$ cat src/rtl/gmii_rx_framer_if.sv
// rtl/gmii_rx_framer_if.sv - GMII receive inputs and packed frame beat outputs
// The framer takes the slave side; the source/sink of the bytes takes the master side.
interface gmii_rx_framer_if #(
   parameter int BYTES = 4,
   parameter int CNT_W = 16
);
   logic [7:0]         RX_D;
   logic               RX_EN;
   logic               RX_ERR;
   logic               o_valid;
   logic [8*BYTES-1:0] o_data;
   logic [BYTES-1:0]   o_keep;
   logic               o_last;
   logic [CNT_W-1:0]   o_byte_cnt;
   logic [2:0]         o_status;
   logic               o_err;
   logic [CNT_W-1:0]   o_drop_cnt;

   modport slave (
      input  RX_D, RX_EN, RX_ERR,
      output o_valid, o_data, o_keep, o_last, o_byte_cnt, o_status, o_err, o_drop_cnt
   );

   modport master (
      output RX_D, RX_EN, RX_ERR,
      input  o_valid, o_data, o_keep, o_last, o_byte_cnt, o_status, o_err, o_drop_cnt
   );
endinterface

$ cat src/rtl/gmii_rx_framer.sv
// rtl/gmii_rx_framer.sv - GMII receive framer: strips preamble/SFD, packs bytes into beats
// Each completed beat is held one byte-time so the final beat of a frame can carry o_last.
module gmii_rx_framer #(
   parameter int BYTES   = 4,
   parameter int MIN_LEN = 64,
   parameter int MAX_LEN = 1518,
   parameter int CNT_W   = 16
) (
   input  logic             CLK,
   input  logic             RST,
   gmii_rx_framer_if.slave  gmii
);
   typedef enum logic [2:0] {WAIT, IDLE, PRE, DATA, DROP} state_t;

   localparam logic [7:0]       PREAMBLE = 8'h55;
   localparam logic [7:0]       SFD      = 8'hD5;
   localparam logic [CNT_W-1:0] MAX_C    = CNT_W'(MAX_LEN);
   localparam logic [CNT_W-1:0] MAXP1_C  = CNT_W'(MAX_LEN + 1);
   localparam logic [CNT_W-1:0] MIN_C    = CNT_W'(MIN_LEN);
   localparam logic [CNT_W-1:0] BYTES_C  = CNT_W'(BYTES);
   localparam logic [CNT_W-1:0] ONE_C    = CNT_W'(1);

   state_t             state_q, state_d;
   logic [CNT_W-1:0]   cnt_q, cnt_d;
   logic [8*BYTES-1:0] acc_q, acc_d;
   logic [8*BYTES-1:0] pend_q, pend_d;
   logic               err_q, err_d;
   logic               ovf_q, ovf_d;
   logic [CNT_W-1:0]   drop_q, drop_d;
   logic               valid_q, valid_d;
   logic [8*BYTES-1:0] data_q, data_d;
   logic [BYTES-1:0]   keep_q, keep_d;
   logic               last_q, last_d;
   logic [CNT_W-1:0]   bcnt_q, bcnt_d;
   logic [2:0]         status_q, status_d;

   logic [CNT_W-1:0]   packed_cnt;
   logic [CNT_W-1:0]   lane;
   logic [CNT_W-1:0]   drop_inc;
   logic [BYTES-1:0]   part_keep;

   always_comb begin
      packed_cnt = (cnt_q > MAX_C) ? MAX_C : cnt_q;
      lane       = packed_cnt % BYTES_C;
      drop_inc   = (&drop_q) ? drop_q : drop_q + ONE_C;
      for (int i = 0; i < BYTES; i++) begin
         part_keep[i] = (CNT_W'(i) < lane);
      end
   end

   always_comb begin
      state_d  = state_q;
      cnt_d    = cnt_q;
      acc_d    = acc_q;
      pend_d   = pend_q;
      err_d    = err_q;
      ovf_d    = ovf_q;
      drop_d   = drop_q;
      valid_d  = 1'b0;
      data_d   = '0;
      keep_d   = '0;
      last_d   = 1'b0;
      bcnt_d   = '0;
      status_d = '0;

      case (state_q)
         WAIT: begin
            if (!gmii.RX_EN) state_d = IDLE;
         end
         IDLE: begin
            if (gmii.RX_EN) begin
               if (gmii.RX_D == PREAMBLE) begin
                  state_d = PRE;
                  cnt_d   = '0;
                  acc_d   = '0;
                  err_d   = 1'b0;
                  ovf_d   = 1'b0;
               end else begin
                  state_d = DROP;
               end
            end
         end
         PRE: begin
            if (!gmii.RX_EN)                state_d = IDLE;
            else if (gmii.RX_D == SFD)      state_d = DATA;
            else if (gmii.RX_D != PREAMBLE) state_d = DROP;
         end
         DATA: begin
            if (gmii.RX_EN) begin
               if (cnt_q != MAXP1_C) cnt_d = cnt_q + ONE_C;
               if (gmii.RX_ERR) err_d = 1'b1;
               if (cnt_q >= MAX_C) begin
                  ovf_d = 1'b1;
               end else begin
                  // A byte landing in lane 0 proves the held beat is not the frame's last.
                  if (lane == '0 && cnt_q != '0) begin
                     valid_d = 1'b1;
                     data_d  = pend_q;
                     keep_d  = '1;
                  end
                  for (int i = 0; i < BYTES; i++) begin
                     if (lane == CNT_W'(i)) acc_d[8*i +: 8] = gmii.RX_D;
                  end
                  if (lane == BYTES_C - ONE_C) begin
                     pend_d = acc_d;
                     acc_d  = '0;
                  end
               end
            end else begin
               state_d = IDLE;
               if (cnt_q == '0) begin
                  drop_d = drop_inc;
               end else begin
                  valid_d  = 1'b1;
                  last_d   = 1'b1;
                  bcnt_d   = packed_cnt;
                  status_d = {ovf_q, (cnt_q < MIN_C), err_q};
                  if (lane != '0) begin
                     data_d = acc_q;
                     keep_d = part_keep;
                  end else begin
                     data_d = pend_q;
                     keep_d = '1;
                  end
               end
            end
         end
         DROP: begin
            if (!gmii.RX_EN) begin
               state_d = IDLE;
               drop_d  = drop_inc;
            end
         end
         default: state_d = WAIT;
      endcase
   end

   always_ff @(posedge CLK or posedge RST) begin
      if (RST) begin
         state_q  <= WAIT;
         cnt_q    <= '0;
         acc_q    <= '0;
         pend_q   <= '0;
         err_q    <= 1'b0;
         ovf_q    <= 1'b0;
         drop_q   <= '0;
         valid_q  <= 1'b0;
         data_q   <= '0;
         keep_q   <= '0;
         last_q   <= 1'b0;
         bcnt_q   <= '0;
         status_q <= '0;
      end else begin
         state_q  <= state_d;
         cnt_q    <= cnt_d;
         acc_q    <= acc_d;
         pend_q   <= pend_d;
         err_q    <= err_d;
         ovf_q    <= ovf_d;
         drop_q   <= drop_d;
         valid_q  <= valid_d;
         data_q   <= data_d;
         keep_q   <= keep_d;
         last_q   <= last_d;
         bcnt_q   <= bcnt_d;
         status_q <= status_d;
      end
   end

   assign gmii.o_valid    = valid_q;
   assign gmii.o_data     = data_q;
   assign gmii.o_keep     = keep_q;
   assign gmii.o_last     = last_q;
   assign gmii.o_byte_cnt = bcnt_q;
   assign gmii.o_status   = status_q;
   assign gmii.o_err      = |status_q;
   assign gmii.o_drop_cnt = drop_q;
endmodule

$ cat src/flat_wrapper.sv
// flat-port wrapper written by rule: the top's interface ports become plain ports
module gmii_rx_framer_flat 
#(
   parameter int BYTES   = 4,
   parameter int MIN_LEN = 64,
   parameter int MAX_LEN = 1518,
   parameter int CNT_W   = 16
)
  (CLK, RST, gmii_RX_D, gmii_RX_EN, gmii_RX_ERR, gmii_o_valid, gmii_o_data, gmii_o_keep, gmii_o_last, gmii_o_byte_cnt, gmii_o_status, gmii_o_err, gmii_o_drop_cnt);
  gmii_rx_framer_if #(.BYTES(BYTES), .CNT_W(CNT_W)) gmii_i ();
  input  logic CLK;
  input  logic RST;
  input wire logic [$bits(gmii_i.RX_D)-1:0] gmii_RX_D;
  input wire logic [$bits(gmii_i.RX_EN)-1:0] gmii_RX_EN;
  input wire logic [$bits(gmii_i.RX_ERR)-1:0] gmii_RX_ERR;
  output wire logic [$bits(gmii_i.o_valid)-1:0] gmii_o_valid;
  output wire logic [$bits(gmii_i.o_data)-1:0] gmii_o_data;
  output wire logic [$bits(gmii_i.o_keep)-1:0] gmii_o_keep;
  output wire logic [$bits(gmii_i.o_last)-1:0] gmii_o_last;
  output wire logic [$bits(gmii_i.o_byte_cnt)-1:0] gmii_o_byte_cnt;
  output wire logic [$bits(gmii_i.o_status)-1:0] gmii_o_status;
  output wire logic [$bits(gmii_i.o_err)-1:0] gmii_o_err;
  output wire logic [$bits(gmii_i.o_drop_cnt)-1:0] gmii_o_drop_cnt;
  assign gmii_i.RX_D = gmii_RX_D;
  assign gmii_i.RX_EN = gmii_RX_EN;
  assign gmii_i.RX_ERR = gmii_RX_ERR;
  assign gmii_o_valid = gmii_i.o_valid;
  assign gmii_o_data = gmii_i.o_data;
  assign gmii_o_keep = gmii_i.o_keep;
  assign gmii_o_last = gmii_i.o_last;
  assign gmii_o_byte_cnt = gmii_i.o_byte_cnt;
  assign gmii_o_status = gmii_i.o_status;
  assign gmii_o_err = gmii_i.o_err;
  assign gmii_o_drop_cnt = gmii_i.o_drop_cnt;
  gmii_rx_framer #(.BYTES(BYTES), .MIN_LEN(MIN_LEN), .MAX_LEN(MAX_LEN), .CNT_W(CNT_W)) u_core (.CLK(CLK), .RST(RST), .gmii(gmii_i));
endmodule
$ cat config.mk
export PLATFORM = sky130hd
export DESIGN_NAME = gmii_rx_framer_flat
export DESIGN_NICKNAME = d
export VERILOG_FILES = /design/src/rtl/gmii_rx_framer_if.sv /design/src/rtl/gmii_rx_framer.sv /design/src/flat_wrapper.sv
export SDC_FILE = /design/constraint.sdc
export NUM_CORES = 1
export LEC_CHECK = 0
export ABC_AREA = 1
export CORE_MARGIN = 8
export CORE_UTILIZATION = 35
export DETAILED_ROUTE_END_ITERATION = 8
export GPL_ROUTABILITY_DRIVEN = 0
export RECOVER_POWER = 100
export SLEW_MARGIN = 20
export SYNTH_ARGS = -nofsm -noshare
export SYNTH_HDL_FRONTEND = slang
export SYNTH_SLANG_ARGS = --single-unit
$ cat constraint.sdc
create_clock -name CLK -period 6.4 [get_ports CLK]
set_clock_uncertainty 0.15 [all_clocks]
set_input_delay 0.96 -clock CLK [delete_from_list [all_inputs] [get_ports CLK]]
set_output_delay 0.96 -clock CLK [all_outputs]
set_load 0.02 [all_outputs]
==> impl_results.rst <==
.. list-table::
   :header-rows: 1

   * - Metric
     - Value
   * - CP Class
     - reg -> reg
   * - Bufs and invs on worst path
     - 3
   * - ANT cells
     - 0
   * - I/O pin count
     - 86
   * - Synthesized area divided by synthesized cell count
     - 7.91 um2
   * - Worst-case setup slack after placement
     - 2540 ps
   * - Internal Power
     - 1.63 mW
   * - Height of the chip
     - 170 um
   * - Register-to-register setup slack
     - 1500 ps
   * - Dpl hpwl
     - 13,400 um
   * - XOR/XNOR share of the synthesized area
     - 0.0148
   * - Area enclosed by the die boundary
     - 0.0288 mm2
   * - Aggregate routed wire length
     - 21,500 um
   * - Maximum achievable frequency
     - 204 MHz
   * - Area of the multi-input gates
     - 0.00350 mm2
   * - Pins over their slew limit
     - 158
   * - Basic-gate share of the synthesized area counting and, or, nand and nor cells
     - 0.336
   * - Share of power burned in combinational logic
     - 0.107
   * - Via count
     - 6,939
   * - Switching part of the total
     - 0.269
   * - Cell-by-cell listing of the critical path
     - inv_1 -> ha_1 -> nand3_1 -> nor2_1 -> nand2_2 -> clkbuf_1 -> nand2_4 -> nor2_1 -> inv_1 -> nor2_1
   * - Setup Total Neg Slack
     - 0 ps
   * - Hold EP
     - u_core.acc_q[2]
   * - Part of the total power dissipated in the clock network
     - 0.426
   * - Number of global-route vias before repair
     - 6,851
   * - Routed length per placed instance
     - 15.0 um
   * - Core Rows
     - 56
   * - Depth of the worst register-to-register path
     - 10
   * - Fraction of layout instances using a drive strength above 1
     - 0.0511
   * - Cell repeated most along the worst path
     - sky130_fd_sc_hd__nor2_1
   * - Largest family of logic cells by synthesized area
     - simple AND/OR/NAND/NOR gates
   * - Cell count after synthesis
     - 1,046
   * - Dominant delay contributor by cell family on the critical path
     - buffers and inverters
   * - Layout-stage area growth over the synthesis result
     - 16.3%
   * - Post-layout minimum cycle time
     - 4900 ps
   * - Buffer cell driving the clock tree root
     - sky130_fd_sc_hd__clkbuf_16
   * - Critical path fanouts, max
     - 68
   * - Final layout net count
     - 1,124
   * - Total CTS buffers
     - 17
   * - Startpoint of the tightest hold check path
     - u_core.acc_q[2]
   * - Post-layout worst setup margin
     - 1500 ps
   * - Remaining DRCs
     - 0
   * - Reg-to-Reg End
     - u_core.gmii.o_byte_cnt[1]
   * - Total core area
     - 0.0233 mm2
   * - Fraction of the mapped netlist area in compound gates
     - 0.0757
   * - Largest net degree at the start of global routing
     - 105
   * - Grt total ovfl
     - 0
   * - Arrival @ worst endpoint
     - 5080 ps
   * - Initial core utilization
     - 0.355
   * - Post-route fraction of the period consumed by the critical path
     - 0.765
   * - Reg2Reg Launch Point
     - u_core.cnt_q[0]
   * - PwrDens
     - 232 mW/mm2
   * - Final hold violation count
     - 0
   * - Slew @ Worst Pin
     - 3090 ps
   * - Relative max-transition margin
     - -1.06
   * - Cell Area, Synth
     - 0.00828 mm2
   * - Share of synthesized area spent on multiplexers
     - 0
   * - Synth unique cells
     - 37
   * - Die extent in x
     - 170 um
   * - Failing checks
     - max-capacitance violations, max-slew violations
   * - Number of H-tree branching levels
     - 4
   * - Unrepaired setup endpoints after global routing
     - no
   * - Total setup buffers inserted after CTS
     - 0
   * - Max Cap Viol
     - 3
   * - Number of iterations in the first detailed-routing pass
     - 5
   * - Cell with the biggest individual delay on the critical path
     - sky130_fd_sc_hd__clkbuf_1
   * - IR Drop Worst-Case VDD
     - 0.000126 V
   * - Total of flip-flops plus latches after synthesis
     - 157
   * - Share of power burned in registers
     - 0.466
   * - Clock Sink Count
     - 157
   * - Cell count of the worst hold path
     - 2
   * - Run status
     - finished, violations left
   * - Maximum clock path buffer count
     - 2
   * - Total of warnings raised by yosys
     - 0
   * - Port-buffer cells
     - 85
   * - First-pass GRT wire length
     - 35,900 um
   * - Via density per instance
     - 4.84
   * - Number of nets with antenna violations after detailed routing
     - 0
   * - Clock latency reported for the late side of the worst-skew pair
     - 420 ps
   * - Adder and majority gate portion of the synthesized area
     - 0.0121
   * - Total GRT Usage
     - 0.154
   * - CTS tree
     - built
   * - Switching power total
     - 0.601 mW
   * - Total setup violations reported at the end of the flow
     - 0
   * - Starting DRC count in detailed routing
     - 556
   * - CP startpoint kind
     - flop
   * - Critical Path Sink Type
     - flop
   * - Number of buffers added to fix hold violations after cts
     - 0
   * - Register Area
     - 0.00393 mm2
   * - Fraction of the yosys area taken by sequential cells
     - 0.475
   * - Tightest Hold Check Type
     - reg -> reg
   * - Post-CTS sizing
     - 0
   * - Slowest Stage Delay on Critical Path
     - 2170 ps
   * - Reg clk slew, reported paths
     - 60 ps
   * - Initial antenna violation count
     - 0
   * - Critical Path Start
     - u_core.cnt_q[0]
   * - Leakage power summed over all cells
     - 4.66 nW
   * - Worst EP required
     - 6590 ps
   * - Filler Cell Count
     - 2,376
-- power groups by stage --
stage          Sequential (mW)  Clock, mW  Combinational (mW)
3_5_place_dp              1.06          0               0.255
2_1_floorplan             1.07          0               0.168
5_1_grt                   1.05       1.02               0.268
4_1_cts                   1.04      0.979               0.257
6_report                  1.04      0.953               0.240
3_3_place_gp              1.06          0               0.253
-- area by class of cell --
type | instances | area share
Sequential cell | 157 | 0.408
Clock inverter | 7 | 0.00676
Multi-Input combinational cell | 740 | 0.364
Clock buffer | 23 | 0.0497
Tap cell | 319 | 0.0415
Inverter | 98 | 0.0388
Timing Repair Buffer | 90 | 0.0909
-- through the flow --
stage	hold slack, ps	power, mW	cell area [um2]	utilization	instances
floorplan	292	1.24	8290	-	1050
global placement	304	1.31	9240	0.396	1404
detailed placement	310	1.32	9240	0.396	1404
CTS	323	2.28	9780	0.419	1434
global route	344	2.34	9620	0.412	1434
finish	320	2.23	9620	0.412	1434
-- worst reg2reg max path, stage by stage, from the launching register on --
cell	delay (ps)
sky130_fd_sc_hd__dfrtp_1	460
sky130_fd_sc_hd__inv_1	110
sky130_fd_sc_hd__ha_1	220
sky130_fd_sc_hd__nand3_1	80
sky130_fd_sc_hd__nor2_1	80
sky130_fd_sc_hd__nand2_2	60
sky130_fd_sc_hd__clkbuf_1	2170
sky130_fd_sc_hd__nand2_4	490
sky130_fd_sc_hd__nor2_1	490
sky130_fd_sc_hd__inv_1	270
sky130_fd_sc_hd__nor2_1	220
-- Yosys cell counts --
library cell,number,area [um2]
sky130_fd_sc_hd__nand2_2,3,18.8
sky130_fd_sc_hd__inv_1,90,338
sky130_fd_sc_hd__buf_8,1,15.0
sky130_fd_sc_hd__buf_4,2,15.0
sky130_fd_sc_hd__nor2_4,3,33.8
sky130_fd_sc_hd__o21ai_1,8,40.0
sky130_fd_sc_hd__clkbuf_1,19,71.3
sky130_fd_sc_hd__nor2_1,106,398
sky130_fd_sc_hd__o21ai_0,26,130
sky130_fd_sc_hd__xnor2_1,3,26.3
sky130_fd_sc_hd__a21oi_1,17,85.1
sky130_fd_sc_hd__o21a_1,8,60.1
sky130_fd_sc_hd__nand4_4,1,21.3
sky130_fd_sc_hd__nand3b_1,20,150
sky130_fd_sc_hd__a21oi_4,1,16.3
sky130_fd_sc_hd__nor3b_1,1,7.51
sky130_fd_sc_hd__and3_1,2,12.5
sky130_fd_sc_hd__dfrtp_1,157,3930
sky130_fd_sc_hd__buf_2,19,95.1
sky130_fd_sc_hd__nor3_1,13,65.1
sky130_fd_sc_hd__inv_2,6,22.5
sky130_fd_sc_hd__o21ai_2,32,280
sky130_fd_sc_hd__nand2_4,6,67.6
sky130_fd_sc_hd__nand4_1,29,181
sky130_fd_sc_hd__or3_1,1,6.26
sky130_fd_sc_hd__a21boi_0,2,15.0
sky130_fd_sc_hd__xor2_1,11,96.3
sky130_fd_sc_hd__buf_6,13,146
sky130_fd_sc_hd__clkinv_1,2,7.51
sky130_fd_sc_hd__conb_1,1,3.75
sky130_fd_sc_hd__buf_1,1,3.75
sky130_fd_sc_hd__nand3_1,117,586
sky130_fd_sc_hd__nor3_2,3,30.0
sky130_fd_sc_hd__ha_1,8,100
sky130_fd_sc_hd__nand2_1,308,1160
sky130_fd_sc_hd__nor2_2,4,25.0
sky130_fd_sc_hd__nand3_2,2,20.0
-- placed cells by master, fill, tap and decap left out, types with 3 or more instances in the layout --
master,n
sky130_fd_sc_hd__a21oi_1,18
sky130_fd_sc_hd__clkbuf_1,6
sky130_fd_sc_hd__clkbuf_16,17
sky130_fd_sc_hd__clkbuf_8,3
sky130_fd_sc_hd__clkdlybuf4s50_1,8
sky130_fd_sc_hd__clkinv_1,3
sky130_fd_sc_hd__clkinv_2,4
sky130_fd_sc_hd__conb_1,5
sky130_fd_sc_hd__dfrtp_1,157
sky130_fd_sc_hd__dlygate4sd3_1,77
sky130_fd_sc_hd__ha_1,8
sky130_fd_sc_hd__inv_1,90
sky130_fd_sc_hd__inv_2,4
sky130_fd_sc_hd__nand2_1,310
sky130_fd_sc_hd__nand2_2,3
sky130_fd_sc_hd__nand2_4,4
sky130_fd_sc_hd__nand3_1,117
sky130_fd_sc_hd__nand3b_1,20
sky130_fd_sc_hd__nand4_1,29
sky130_fd_sc_hd__nor2_1,108
sky130_fd_sc_hd__nor2_2,4
sky130_fd_sc_hd__nor3_1,14
sky130_fd_sc_hd__o21a_1,8
sky130_fd_sc_hd__o21ai_0,57
sky130_fd_sc_hd__o21ai_1,3
sky130_fd_sc_hd__o21ai_2,6
sky130_fd_sc_hd__xnor2_1,3
sky130_fd_sc_hd__xor2_1,11
-- registers in the layout, indices dropped and copies added, names as in the netlist --
name / count
u_core.acc_q: 32
u_core.gmii.o_data: 32
u_core.pend_q: 32
u_core.cnt_q: 16
u_core.gmii.o_byte_cnt: 16
u_core.gmii.o_drop_cnt: 16
u_core.gmii.o_keep: 3
u_core.gmii.o_status: 3
u_core.state_q: 3
u_core.err_q: 1
u_core.gmii.o_last: 1
u_core.gmii.o_valid: 1
u_core.ovf_q: 1
-- cells by family after synthesis --
| logic type | count (synthesis) |
|---|---|
| compound gates | 94 |
| fa+ha+maj | 8 |
| other cells | 1 |
| flops | 157 |
| simple gates | 619 |
| buf+inv | 153 |
| xor+xnor | 14 |
-- routing by layer --
layer | track usage | vias to the layer above | routed length (um)
met4 | 0.0489 | 0 | 288
met2 | 0.244 | 166 | 9950
li1 | - | 3446 | -
met3 | 0.0291 | 22 | 1030
met1 | 0.207 | 3305 | 10200
met5 | 0 | - | 0
-- how the worst max path moves through the flow --
stage | to | slack (ps) | cells after the start
after floorplan | u_core.acc_q[0] | 1060 | 1
after global placement | u_core.gmii.o_drop_cnt[1] | 2630 | 7
after detailed placement | u_core.acc_q[1] | 2540 | 17
after CTS | u_core.acc_q[4] | 2490 | 17
after global routing | u_core.cnt_q[0] | 980 | 3
final | u_core.gmii.o_byte_cnt[1] | 1500 | 10
(Power assumes the default switching activity.)
